==> config.mk <==
export PLATFORM = sky130hd
export DESIGN_NAME = weight_fetch_scheduler
export DESIGN_NICKNAME = d
export VERILOG_FILES = /design/src/rtl/weight_sched_pkg.sv /design/src/rtl/rr_arbiter.sv /design/src/rtl/weight_fetch_scheduler.sv
export SDC_FILE = /design/constraint.sdc
export NUM_CORES = 1
export LEC_CHECK = 0
export ABC_AREA = 1
export BUFFER_PORTS_ARGS = -buffer_cell sky130_fd_sc_hd__buf_4
export CAP_MARGIN = 20
export CORE_UTILIZATION = 45
export CTS_BUF_LIST = sky130_fd_sc_hd__clkbuf_4 sky130_fd_sc_hd__clkbuf_8
export DETAILED_ROUTE_END_ITERATION = 16
export GPL_TIMING_DRIVEN = 0
export PLACE_DENSITY_LB_ADDON = 0.25
export SLEW_MARGIN = 20
export SYNTH_ARGS = -nofsm -noshare
export SYNTH_HDL_FRONTEND = slang
export SYNTH_SLANG_ARGS = --single-unit
==> constraint.sdc <==
create_clock -name clk -period 3.02 [get_ports clk]
set_input_delay 0.151 -clock clk [delete_from_list [all_inputs] [get_ports clk]]
set_output_delay 0.151 -clock clk [all_outputs]
set_load 0.01 [all_outputs]
==> src/rtl/weight_sched_pkg.sv <==
// Shared types and helpers for the weight fetch scheduler.
package weight_sched_pkg;

  typedef enum logic [1:0] {
    ST_IDLE  = 2'd0,
    ST_FETCH = 2'd1,
    ST_DRAIN = 2'd2
  } state_t;

  localparam int DEF_N_REQ         = 4;
  localparam int DEF_ADDR_W        = 10;
  localparam int DEF_DATA_W        = 28;
  localparam int DEF_WORDS_PER_SET = 2;

  // Ceiling log2, never below 1 so a 1-entry range still gets a 1-bit field.
  function automatic int clog2_min1(input int v);
    int r;
    r = 1;
    for (int i = 1; i < 31; i++) begin
      if ((1 << i) < v) r = i + 1;
    end
    return r;
  endfunction

endpackage

==> src/rtl/rr_arbiter.sv <==
// Combinational round-robin arbiter: first requester at or after ptr wins.
module rr_arbiter
  import weight_sched_pkg::*;
#(
  parameter int N  = 4,
  parameter int PW = clog2_min1(N)
) (
  input  logic [N-1:0]  req,
  input  logic [PW-1:0] ptr,
  output logic [N-1:0]  gnt,
  output logic [PW-1:0] next_ptr
);

  logic          found;
  logic [PW-1:0] idx;

  // Scan requesters in rotated order starting at ptr; next pointer is winner+1 mod N.
  always_comb begin
    gnt      = '0;
    next_ptr = ptr;
    found    = 1'b0;
    idx      = '0;
    for (int off = 0; off < N; off++) begin
      idx = PW'((int'(ptr) + off) % N);
      if (!found && req[idx]) begin
        found    = 1'b1;
        gnt[idx] = 1'b1;
        next_ptr = (idx == PW'(N - 1)) ? '0 : idx + 1'b1;
      end
    end
  end

endmodule

==> src/rtl/weight_fetch_scheduler.sv <==
// Shares one single-port weight ROM among N_REQ loaders with round-robin bursts.
//
// state    | meaning
// ---------+-----------------------------------------------------------
// ST_IDLE  | no burst; req sampled and arbitrated each cycle
// ST_FETCH | rom_en high, one ROM word issued per cycle (rom_en == FETCH)
// ST_DRAIN | issue finished, waiting for the last word to leave pipeline
module weight_fetch_scheduler
  import weight_sched_pkg::*;
#(
  parameter int N_REQ         = DEF_N_REQ,
  parameter int ADDR_W        = DEF_ADDR_W,
  parameter int DATA_W        = DEF_DATA_W,
  parameter int WORDS_PER_SET = DEF_WORDS_PER_SET,
  parameter int IDX_W         = clog2_min1(WORDS_PER_SET)
) (
  input  logic                      clk,
  input  logic                      rst,
  input  logic [N_REQ-1:0]          req,
  input  logic [N_REQ*ADDR_W-1:0]   base_addr,
  output logic [N_REQ-1:0]          gnt,
  output logic                      rom_en,
  output logic [ADDR_W-1:0]         rom_addr,
  input  logic [DATA_W-1:0]         rom_dout,
  output logic [DATA_W-1:0]         wdata,
  output logic [IDX_W-1:0]          widx,
  output logic [N_REQ-1:0]          wdst,
  output logic                      wvalid,
  output logic [N_REQ-1:0]          done
);

  localparam int               PTR_W    = clog2_min1(N_REQ);
  localparam logic [IDX_W-1:0] LAST_IDX = IDX_W'(WORDS_PER_SET - 1);

  state_t             state_q, state_d;
  logic [PTR_W-1:0]   ptr_q, ptr_d;
  logic [IDX_W-1:0]   cnt_q, cnt_d;
  logic [N_REQ-1:0]   own_q, own_d;
  logic [N_REQ-1:0]   gnt_d;
  logic               rom_en_d;
  logic [ADDR_W-1:0]  rom_addr_d;
  logic [N_REQ-1:0]   arb_gnt;
  logic [PTR_W-1:0]   arb_next_ptr;
  logic [ADDR_W-1:0]  sel_base;

  logic               s1_valid;
  logic               s1_last;
  logic [IDX_W-1:0]   s1_idx;
  logic [N_REQ-1:0]   s1_dst;

  rr_arbiter #(.N(N_REQ), .PW(PTR_W)) u_arb (
    .req      (req),
    .ptr      (ptr_q),
    .gnt      (arb_gnt),
    .next_ptr (arb_next_ptr)
  );

  // Pick the winning requester's base address; only consumed in IDLE.
  always_comb begin
    sel_base = '0;
    for (int i = 0; i < N_REQ; i++) begin
      if (arb_gnt[i]) sel_base = base_addr[i*ADDR_W +: ADDR_W];
    end
  end

  // Next-state and next-output logic; issue outputs are registered from these.
  always_comb begin
    state_d    = state_q;
    ptr_d      = ptr_q;
    cnt_d      = cnt_q;
    own_d      = own_q;
    gnt_d      = '0;
    rom_en_d   = 1'b0;
    rom_addr_d = rom_addr;
    case (state_q)
      ST_IDLE: begin
        if (|req) begin
          state_d    = ST_FETCH;
          ptr_d      = arb_next_ptr;
          cnt_d      = '0;
          own_d      = arb_gnt;
          gnt_d      = arb_gnt;
          rom_en_d   = 1'b1;
          rom_addr_d = sel_base;
        end
      end
      ST_FETCH: begin
        if (cnt_q == LAST_IDX) begin
          state_d = ST_DRAIN;
        end else begin
          rom_en_d   = 1'b1;
          rom_addr_d = rom_addr + 1'b1;
          cnt_d      = cnt_q + 1'b1;
        end
      end
      ST_DRAIN: begin
        if (|done) state_d = ST_IDLE;
      end
      default: state_d = ST_IDLE;
    endcase
  end

  // State, round-robin pointer and ROM issue registers.
  always_ff @(posedge clk) begin
    if (rst) begin
      state_q  <= ST_IDLE;
      ptr_q    <= '0;
      cnt_q    <= '0;
      own_q    <= '0;
      gnt      <= '0;
      rom_en   <= 1'b0;
      rom_addr <= '0;
    end else begin
      state_q  <= state_d;
      ptr_q    <= ptr_d;
      cnt_q    <= cnt_d;
      own_q    <= own_d;
      gnt      <= gnt_d;
      rom_en   <= rom_en_d;
      rom_addr <= rom_addr_d;
    end
  end

  // Two-stage return pipeline: tag travels alongside the ROM's one-cycle read.
  always_ff @(posedge clk) begin
    if (rst) begin
      s1_valid <= 1'b0;
      s1_last  <= 1'b0;
      s1_idx   <= '0;
      s1_dst   <= '0;
      wdata    <= '0;
      widx     <= '0;
      wdst     <= '0;
      wvalid   <= 1'b0;
      done     <= '0;
    end else begin
      s1_valid <= rom_en;
      s1_last  <= (cnt_q == LAST_IDX);
      s1_idx   <= cnt_q;
      s1_dst   <= own_q;
      wvalid   <= s1_valid;
      widx     <= s1_valid ? s1_idx : '0;
      wdst     <= s1_valid ? s1_dst : '0;
      done     <= (s1_valid && s1_last) ? s1_dst : '0;
      if (s1_valid) wdata <= rom_dout;
    end
  end

endmodule

Word-level counts from Yosys, hierarchy flattened
Index checks and enable logic that the tools add are counted.
- register bits after elaboration: 68
- input bits: 74
- output and inout port bits: 53
- add/subtract/negate cells: 9
- magnitude comparators: 8
- equal/unequal tests: 10
- muxes and demuxes: 48
- bitwise gates (word level): 7
- reduce and logical (&&, ||, !) cells: 24
- operators by type and width (kind ; number):
    $mux W10 ; 6
    $mux W2 ; 11
    $pmux W10 S2 ; 1
    $mux W4 ; 4
    $mux W1 ; 15
    $lt A2 B3 Y1 const B ; 4
    $or A4 B4 Y4 ; 3
    $add A10 B1 Y10 const B ; 1
    $add A2 B1 Y2 const B ; 5
    $eq A2 B2 Y1 const B ; 5
    $reduce_and A3 Y1 ; 3
    $bmux W1 S2 ; 4
    $demux W1 S2 ; 4
    $ge A2 B1 Y1 const B ; 4
    $logic_and A1 B1 Y1 ; 8
    $ne A2 B2 Y1 const B ; 4
    $reduce_or A4 Y1 ; 2
    $pmux W2 S3 ; 1
    $add A2 B2 Y2 const B ; 2
    $not A1 Y1 ; 4
    $pmux W1 S2 ; 2
    $reduce_and A2 Y1 ; 2
    $reduce_bool A4 Y1 ; 1
    $reduce_or A2 Y1 ; 2
    other kinds (6) ; 8

Longest topological paths before layout
Gate-level depths: netlist (run 1).
- depth in word-level cells: 18
- depth in mapped cells: 18
- gate-level depth less buffers: 16

Modules after synthesis
From an unflattened synthesis (run 1), not the netlist that was laid out.
- cell total of the unflattened synthesis: 497
- area total of the unflattened synthesis: 3387.0 µm²
- modules (own cells, without submodules) (module ; times used ; cells an instance ; area each (µm²) ; seq. area each (µm²)):
    weight_fetch_scheduler ; 1 ; 411 ; 2864.0 ; 1361.3
    rr_arbiter ; 1 ; 86 ; 523.0 ; 0.0

Least setup slack after synthesis (run 1)
No wires, ideal clock.
- path kind: reg2reg
- start point: register ptr_q[0]
- end point: register rom_addr[9]
- setup time: 0.118 ns
- arrival: 2.018 ns
- data required time: 2.902 ns
- setup slack: 0.885 ns
- cell stages (with the launch flop): 15
- clock period less this slack: 2.135 ns
- path through: dfxtp_1 buf_6 inv_4 ha_1 inv_1 nand3_1 nand2_1 nand2_2 nor3_2 nor3_2 a21oi_2 inv_2 buf_6 o21ai_1 a21oi_2
- longest elaborated chain between the ends: 18
- RTL lines (element ; line ; RTL):
    start: declaration ; weight_fetch_scheduler.sv:36 ; logic [PTR_W-1:0] ptr_q, ptr_d;
    start signal: assignment ; weight_fetch_scheduler.sv:115 ; ptr_q <= ptr_d;
    branches (longest 11 deep; another with $lt A2 B3 Y1) ; -- ;
    $mux W4 (*) ; rr_arbiter.sv:25 ; if (!found && req[idx]) begin
    $mux W10 (3 in a row) ; weight_fetch_scheduler.sv:62 ; if (arb_gnt[i]) sel_base = base_addr[i*ADDR_W +: ADDR_W];
    $mux W10 (*) ; weight_fetch_scheduler.sv:62 ;
    $mux W10 (*) ; weight_fetch_scheduler.sv:77 ; if (|req) begin
    $pmux W10 S2 (*) ; weight_fetch_scheduler.sv:75 ; case (state_q)
    end signal: assignment ; weight_fetch_scheduler.sv:120 ; rom_addr <= rom_addr_d;
    end: declaration ; weight_fetch_scheduler.sv:23 ; output logic [ADDR_W-1:0] rom_addr,
Mark *: on every way between the ends. The select of a mux whose other input is x is not followed.
A chain may end at the register's enable or synchronous reset.

Final worst setup path (run 1)
- start point: register ptr_q[1]
- end point: register rom_addr[7]
The elaborated chain is that of the path after synthesis.

==> results of run 1 <==
-- cell type report --
| cell class | count | area (µm²) |
|---|---|---|
| flip-flops and latches | 68 | 1360 |
| repair buffers | 127 | 956 |
| clock buffers | 10 | 138 |
| well taps | 96 | 120 |
| clock inverters | 6 | 63.8 |
| fillers | 638 | 2370 |
| inverters | 36 | 138 |
| multi-input cells | 342 | 1630 |
| plain buffers | 21 | 133 |
-- timing repair --
action                                 in CTS  in global routing
gates resized for setup                     0                  0
endpoints found under the hold margin       1                  0
hold buffers                                1                  0
setup buffers                               0                  0
-- cell families (layout without fill, tap and decap cells) --
family / count (synthesis) / in the layout
fa+ha+maj: 6 / 6
xor+xnor: 6 / 6
buf+inv: 57 / 200
compound gates: 88 / 88
flops: 68 / 68
simple gates: 242 / 242
-- power by group through the flow --
stage,combinational (W),sequential [W],clock [W]
floorplan,0.00153,0.00129,0
global placement,0.00222,0.00124,0
detailed placement,0.00227,0.00125,0
CTS,0.00228,0.00123,0.000759
global route,0.00255,0.00125,0.000800
finish,0.00227,0.00123,0.000745
-- stage by stage --
step / setup WS, ns / instance area [µm²] / power (W) / hold WS, ns / instances
6_report: 0.496 / 4540 / 0.00425 / 0.0208 / 706
5_1_grt: 0.209 / 4540 / 0.00461 / 0.0266 / 706
3_5_place_dp: 0.497 / 4330 / 0.00352 / 0.356 / 689
3_3_place_gp: 0.547 / 4330 / 0.00347 / 0.351 / 689
2_1_floorplan: 0.885 / 3260 / 0.00282 / 0.233 / 467
4_1_cts: 0.485 / 4540 / 0.00427 / 0.0107 / 706
-- layout by cell type (no fill, tap or decap), types with 2 or more instances in the layout --
cell type / instances
inv_1: 30
nor3_2: 2
nor2_2: 2
buf_4: 130
nand3_1: 24
clkbuf_1: 9
inv_2: 5
nand2_1: 88
xor2_1: 5
nand2_2: 9
a21oi_1: 27
buf_6: 5
nor2_1: 108
nand3_2: 3
buf_1: 2
a21oi_2: 9
clkbuf_8: 10
o211ai_1: 2
clkinvlp_4: 2
ha_1: 6
clkinv_2: 2
dfxtp_1: 68
o21ai_0: 49
-- worst max-delay path: stages, from the launching register on --
cell and delay (ns):
dfxtp_1 0.47, inv_1 0.18, ha_1 0.36, inv_1 0.15
nand3_1 0.09, nand2_1 0.11, nand3_2 0.17, nor2_1 0.14
nor2_1 0.05, nand2_1 0.08, buf_4 0.18, nand3_1 0.09
nand2_1 0.09, nand2_1 0.06, nand2_1 0.08, nand2_1 0.07
a21oi_2 0.10
-- per-layer routing --
metal	track usage	routed length, µm
met1	0.286	3820
met2	0.395	4060
met3	0.0597	596
met4	0.0999	177
met5	0	0
-- worst paths after layout --
path	start	end	slack [ns]	cells past startpoint
max	ptr_q[1]	rom_addr[7]	0.50	16
max reg2reg	ptr_q[1]	rom_addr[7]	0.50	16
min reg2reg	own_q[3]	s1_dst[3]	0.41	2
min	rom_dout[3]	wdata[3]	0.02	3
-- flip-flops by register name (all words and copies together), names as in the netlist --
name	flops
cnt_q	1
wdata	28
s1_dst	4
wdst	4
s1_valid	1
gnt	4
s1_idx	1
own_q	4
done	4
widx	1
rom_addr	10
state_q	2
wvalid	1
rom_en	1
ptr_q	2
==> results_dict.tcl, run 1 <==
set metrics [dict create \
    synth_top_area_frac 0.417 \
    pwr-share-comb 0.535 \
    cts_tree "done" \
    p_leak_nw 2.23 \
    antenna_cells 0 \
    crit_path_end_kind "flop" \
    synth_nets 547 \
    worstMarginPinSlew_ns 0.698 \
    antenna_found_initial 0 \
    synth-edff-count 0 \
    synthToLayoutAreaGrowth_pct 39.2 \
    synth_simple_gate_area_frac 0.314 \
    yosysWarnings 0 \
    worst-endpoint-required_ns 3.30 \
    synthArstFlopShare 0 \
    start_util 0.472 \
    wl_um 8650 \
    yosys-top-cells-count "108 x nor2_1, 88 x nand2_1, 68 x dfxtp_1" \
    vias_per_cell 4.81 \
    synth_xor_area_frac 0.0161 \
    synth_top_family_by_area "simple AND/OR/NAND/NOR gates" \
    postRouteAntennaNets 0 \
    coreArea_mm2 0.00691 \
    overflow 0 \
    grt_pass1_vias 3096 \
    slew_viol_final 0 \
    drtIter0Drc 134 \
    switching_power_w 0.00187 \
    synth-seq-area-share 0.417 \
    rsz0062_at_grt "false" \
    synthFlopType "dfxtp_1" \
    ys_ff_latch 68 \
    hold_violations 0 \
    fin_worst_skew_ns 0.00642 \
    ys_types 30 \
    seqPwrFrac 0.290 \
    p_clk_frac 0.175 \
    root_buffer "clkbuf_8" \
    tns_ns 0 \
    post-route-min-period_ns 2.52 \
    grt_max_degree 13 \
    syn_inst 467 \
    crit_path_start_kind "flop" \
    drcViolationCount 0 \
    fp.dieW_um 87.1 \
    muxShareOfSynthArea 0 \
    yosysMostFrequentCell "nor2_1" \
    final_layout_size_suffix_gt1_frac 0.305 \
    syn-cell-area_mm2 0.00326 \
    utilization 0.657 \
    rows 30 \
    routedWlPerCell_um 12.3 \
    gp_congestion 0.851 \
    intPower_w 0.00239 \
    relSlewSlack 0.533 \
    dp_hpwl_um 6630 \
    via_count 3398 \
    drv_cap 0 \
    crit_path_max_fanout 10 \
    setup_violations 0 \
    io_buffer_count 126 \
    synth_compound_area_frac 0.147 \
    nNetsFinal 685 \
    clock_path_buffers 2 \
    status "finished, final reports clean" \
    die_area_mm2 0.00759 \
    critical_path_class "flop to flop" \
    clkSlewWorstSetupHoldPaths_ns 0.08 \
    dr.pass1.iters 4 \
    power_density_mw_per_mm2 937 \
    crit_arrival_ns 2.81 \
    hold_path.class "primary input to flop" \
    die_y_um 87.1 \
    cts_buffers 9 \
    ir_worst_vdd_mv 0.552 \
    pin_count 127 \
    yosys-top-cells-area "dfxtp_1 42%, nor2_1 12%, nand2_1 10%" \
    finalCritPeriodShare 0.836 \
    clock_latency_ns 0.35 \
    grt_pass1_wl_um 13800 \
    htree_levels 3 \
    synth_top_area_cell "dfxtp_1" \
    track_usage 0.235 \
    fmax_ghz 0.396 \
    yosys.area_share.adder 0.0230 \
    avgSynthCellArea_um2 6.98 \
    cts.sinks 68 \
    p_sw_frac 0.439 \
]
(Power assumes the default switching activity.)
==> inputs of run 2 (changes only) <==
ABC_AREA = 0   (was 1)
clock period = 2.1 ns   (was 3.02 ns; I/O delays follow)
==> results_dict.tcl, run 2 <==
set metrics [dict create \
    status "finished with violations" \
    violations "setup timing" \
    vias_per_cell 5.43 \
    cts_buffers 9 \
    crit_path_start_kind "flop" \
    clock_path_buffers 2 \
    power_density_mw_per_mm2 1080 \
    root_buffer "clkbuf_8" \
    synth_xor_area_frac 0.0111 \
    rows 30 \
    synthToLayoutAreaGrowth_pct 63.1 \
    reg_top3 "wdata x28, rom_addr x10" \
    yosysMostFrequentCell "dfxtp_1" \
    coreArea_mm2 0.00679 \
    rsz0062_at_grt "true" \
    cts.sinks 68 \
    drcViolationCount 0 \
    seqPwrFrac 0.294 \
    crit_path_top_delay_cell "mux4_2" \
    htree_levels 3 \
    holdPathStages 3 \
    finalCritPeriodShare 1.48 \
    final_cells 623 \
    dp_hpwl_um 6330 \
    fin_area_mm2 0.00515 \
    via_count 3385 \
    path_cells "buf_8 > inv_6 > ha_4 > mux4_2 > or3b_4 > o221a_4 > a211oi_4 > buf_6 > a221oi_2 > or3_4 > a21oi_2" \
    track_usage 0.277 \
    ys_ff_latch 68 \
    grt_max_degree 12 \
    final_common_cell "buf_4" \
    cp_num_buf_inv 3 \
    yosys-top-cells-area "dfxtp_1 43%, mux2i_1 10%, nor2_1 6.4%" \
    p_sw_frac 0.347 \
    clkSlewWorstSetupHoldPaths_ns 0.07 \
    slew_viol_final 0 \
    dp.cells 562 \
    tns_ns -13.85 \
    die_y_um 85.8 \
    nNetsFinal 603 \
    whs_endpoint "wdata[13]" \
    avgSynthCellArea_um2 9.26 \
    fp.dieW_um 85.8 \
    p_leak_nw 2.27 \
    r2r_slack_ns -1.0 \
    ir_worst_vdd_mv 0.643 \
    top_register "wdata" \
    final_cell_mix "146 x buf_4, 66 x dfxtp_1, 51 x nor2_1" \
    intPower_w 0.00363 \
    synth_top_family_by_area "simple AND/OR/NAND/NOR gates" \
    r2r_cells 11 \
    final_layout_size_suffix_gt1_frac 0.419 \
    clock_latency_ns 0.35 \
    fin_worst_skew_ns 0.0119 \
    r2r_start "ptr_q[1]" \
    synth-seq-area-share 0.431 \
    worst-endpoint-required_ns 2.38 \
    crit_path_end_kind "flop" \
    post-place-ws_ns -1.71 \
    drtIter0Drc 227 \
    post-route-min-period_ns 3.10 \
    die_area_mm2 0.00735 \
    dr.pass1.iters 6 \
    start_util 0.465 \
    fmax_ghz 0.323 \
    postRouteAntennaNets 0 \
    critPathTopFamily "simple AND/OR/NAND/NOR gates" \
    p_clk_frac 0.207 \
    relSlewSlack 0.526 \
    switching_power_w 0.00193 \
    synth-edff-count 0 \
    synth_compound_area_frac 0.170 \
    pwr-share-comb 0.499 \
    grt_pass1_vias 3293 \
    worstMarginPinSlew_ns 0.711 \
    setup_violations 20 \
    yosys-top-cells-count "68 x dfxtp_1, 54 x nor2_1, 32 x mux2i_1" \
    yosysWarnings 0 \
    wl_um 10500 \
    crit_path_max_fanout 5 \
    crit_arrival_ns 3.38 \
    largest_register_ffs 28 \
    pin_count 127 \
    synth_top_area_cell "dfxtp_1" \
    drv_cap 0 \
    timing.final.ws_setup_ns -0.998 \
    ys_types 53 \
    hold_path.class "primary input to flop" \
    max_stage_delay_ns 0.50 \
    yosys.area_share.adder 0.0238 \
    muxShareOfSynthArea 0.130 \
    rr_endpoint "rom_addr[8]" \
    cts_tree "done" \
    io_buffer_count 125 \
    grt_pass1_wl_um 15600 \
    hold_violations 0 \
    routedWlPerCell_um 16.8 \
    synthFlopType "dfxtp_1" \
    p_total_w 0.00556 \
    critical_path_class "flop to flop" \
    synthArstFlopShare 0 \
    synth_nets 421 \
    gp_congestion 0.870 \
    antenna_cells 0 \
    synth_top_area_frac 0.431 \
    syn-cell-area_mm2 0.00316 \
    synth_simple_gate_area_frac 0.197 \
    syn_inst 341 \
    antenna_found_initial 0 \
    placed_area_mm2 0.00427 \
    hold_start "rom_dout[13]" \
    overflow 0 \
]
-- run 2: cell count changes after synthesis, moves of 20 or more --
cell / before / now
inv_1: 30 / 9
mux2i_1: 0 / 32
nand2_1: 88 / 15
nand3_1: 24 / 4
nor2_1: 108 / 54
o21ai_0: 49 / 6
-- run 2: per-stage QoR --
stage	utilization	hold WS [ns]
final	0.758	0.00888
after global placement	0.628	0.342
after global routing	0.758	0.00753
after floorplan	-	0.253
after CTS	0.740	0.000647
after detailed placement	0.628	0.349
-- run 2: how the worst max path moves through the flow --
stage | start | endpoint | slack [ns] | depth (start not counted)
2_1_floorplan | ptr_q[0] | rom_addr[6] | -1.23 | 12
3_3_place_gp | ptr_q[0] | rom_addr[6] | -1.67 | 11
3_5_place_dp | ptr_q[0] | rom_addr[6] | -1.71 | 11
4_1_cts | ptr_q[1] | rom_addr[3] | -1.06 | 12
5_1_grt | ptr_q[1] | rom_addr[8] | -1.06 | 11
6_report | ptr_q[1] | rom_addr[8] | -1.0 | 11
-- run 2: power groups by stage --
stage	Clock [W]	Sequential [W]	Combinational, W
2_1_floorplan	0	0.00169	0.00112
3_3_place_gp	0	0.00166	0.00175
3_5_place_dp	0	0.00166	0.00177
4_1_cts	0.00116	0.00162	0.00245
5_1_grt	0.00123	0.00165	0.00293
6_report	0.00115	0.00163	0.00278
-- run 2: logic make-up after synthesis --
family	after synthesis
multiplexers	36
adder cells (fa/ha/maj)	6
AO/OA/AOI/OAI	72
AND/OR/NAND/NOR	125
buffers and inverters	30
XOR/XNOR	4
flip-flops	68
-- run 2: what timing repair did --
item,in CTS,in global routing
gates cloned,1,0
setup buffers,25,6
endpoints found under the hold margin,17,0
pin swaps,23,13
gates resized for setup,38,28
endpoints found under the setup margin,20,20
hold buffers,17,0
-- run 2: metal layers --
| metal | routed length [µm] | GRT usage | up-vias |
|---|---|---|---|
| li1 | - | - | 1589 |
| met1 | 4010 | 0.296 | 1579 |
| met2 | 5520 | 0.517 | 198 |
| met3 | 787 | 0.0789 | 19 |
| met4 | 154 | 0.102 | 0 |
| met5 | 0 | 0 | - |
-- run 2: area by class of cell --
class / instances / area (µm²)
inverter: 9 / 43.8
tap: 96 / 120
timing repair buffer: 173 / 1380
sequential: 68 / 1370
clock buffer: 10 / 131
clock inverter: 5 / 77.6
multi-input combinational: 243 / 1870
fill: 466 / 1650
buffer: 19 / 158
-- run 2: worst min-delay path, delay by kind of cell --
family,cells,cell delay [ns]
simple gates,1,0.07
mux,1,0.06
buf+inv,1,0.08
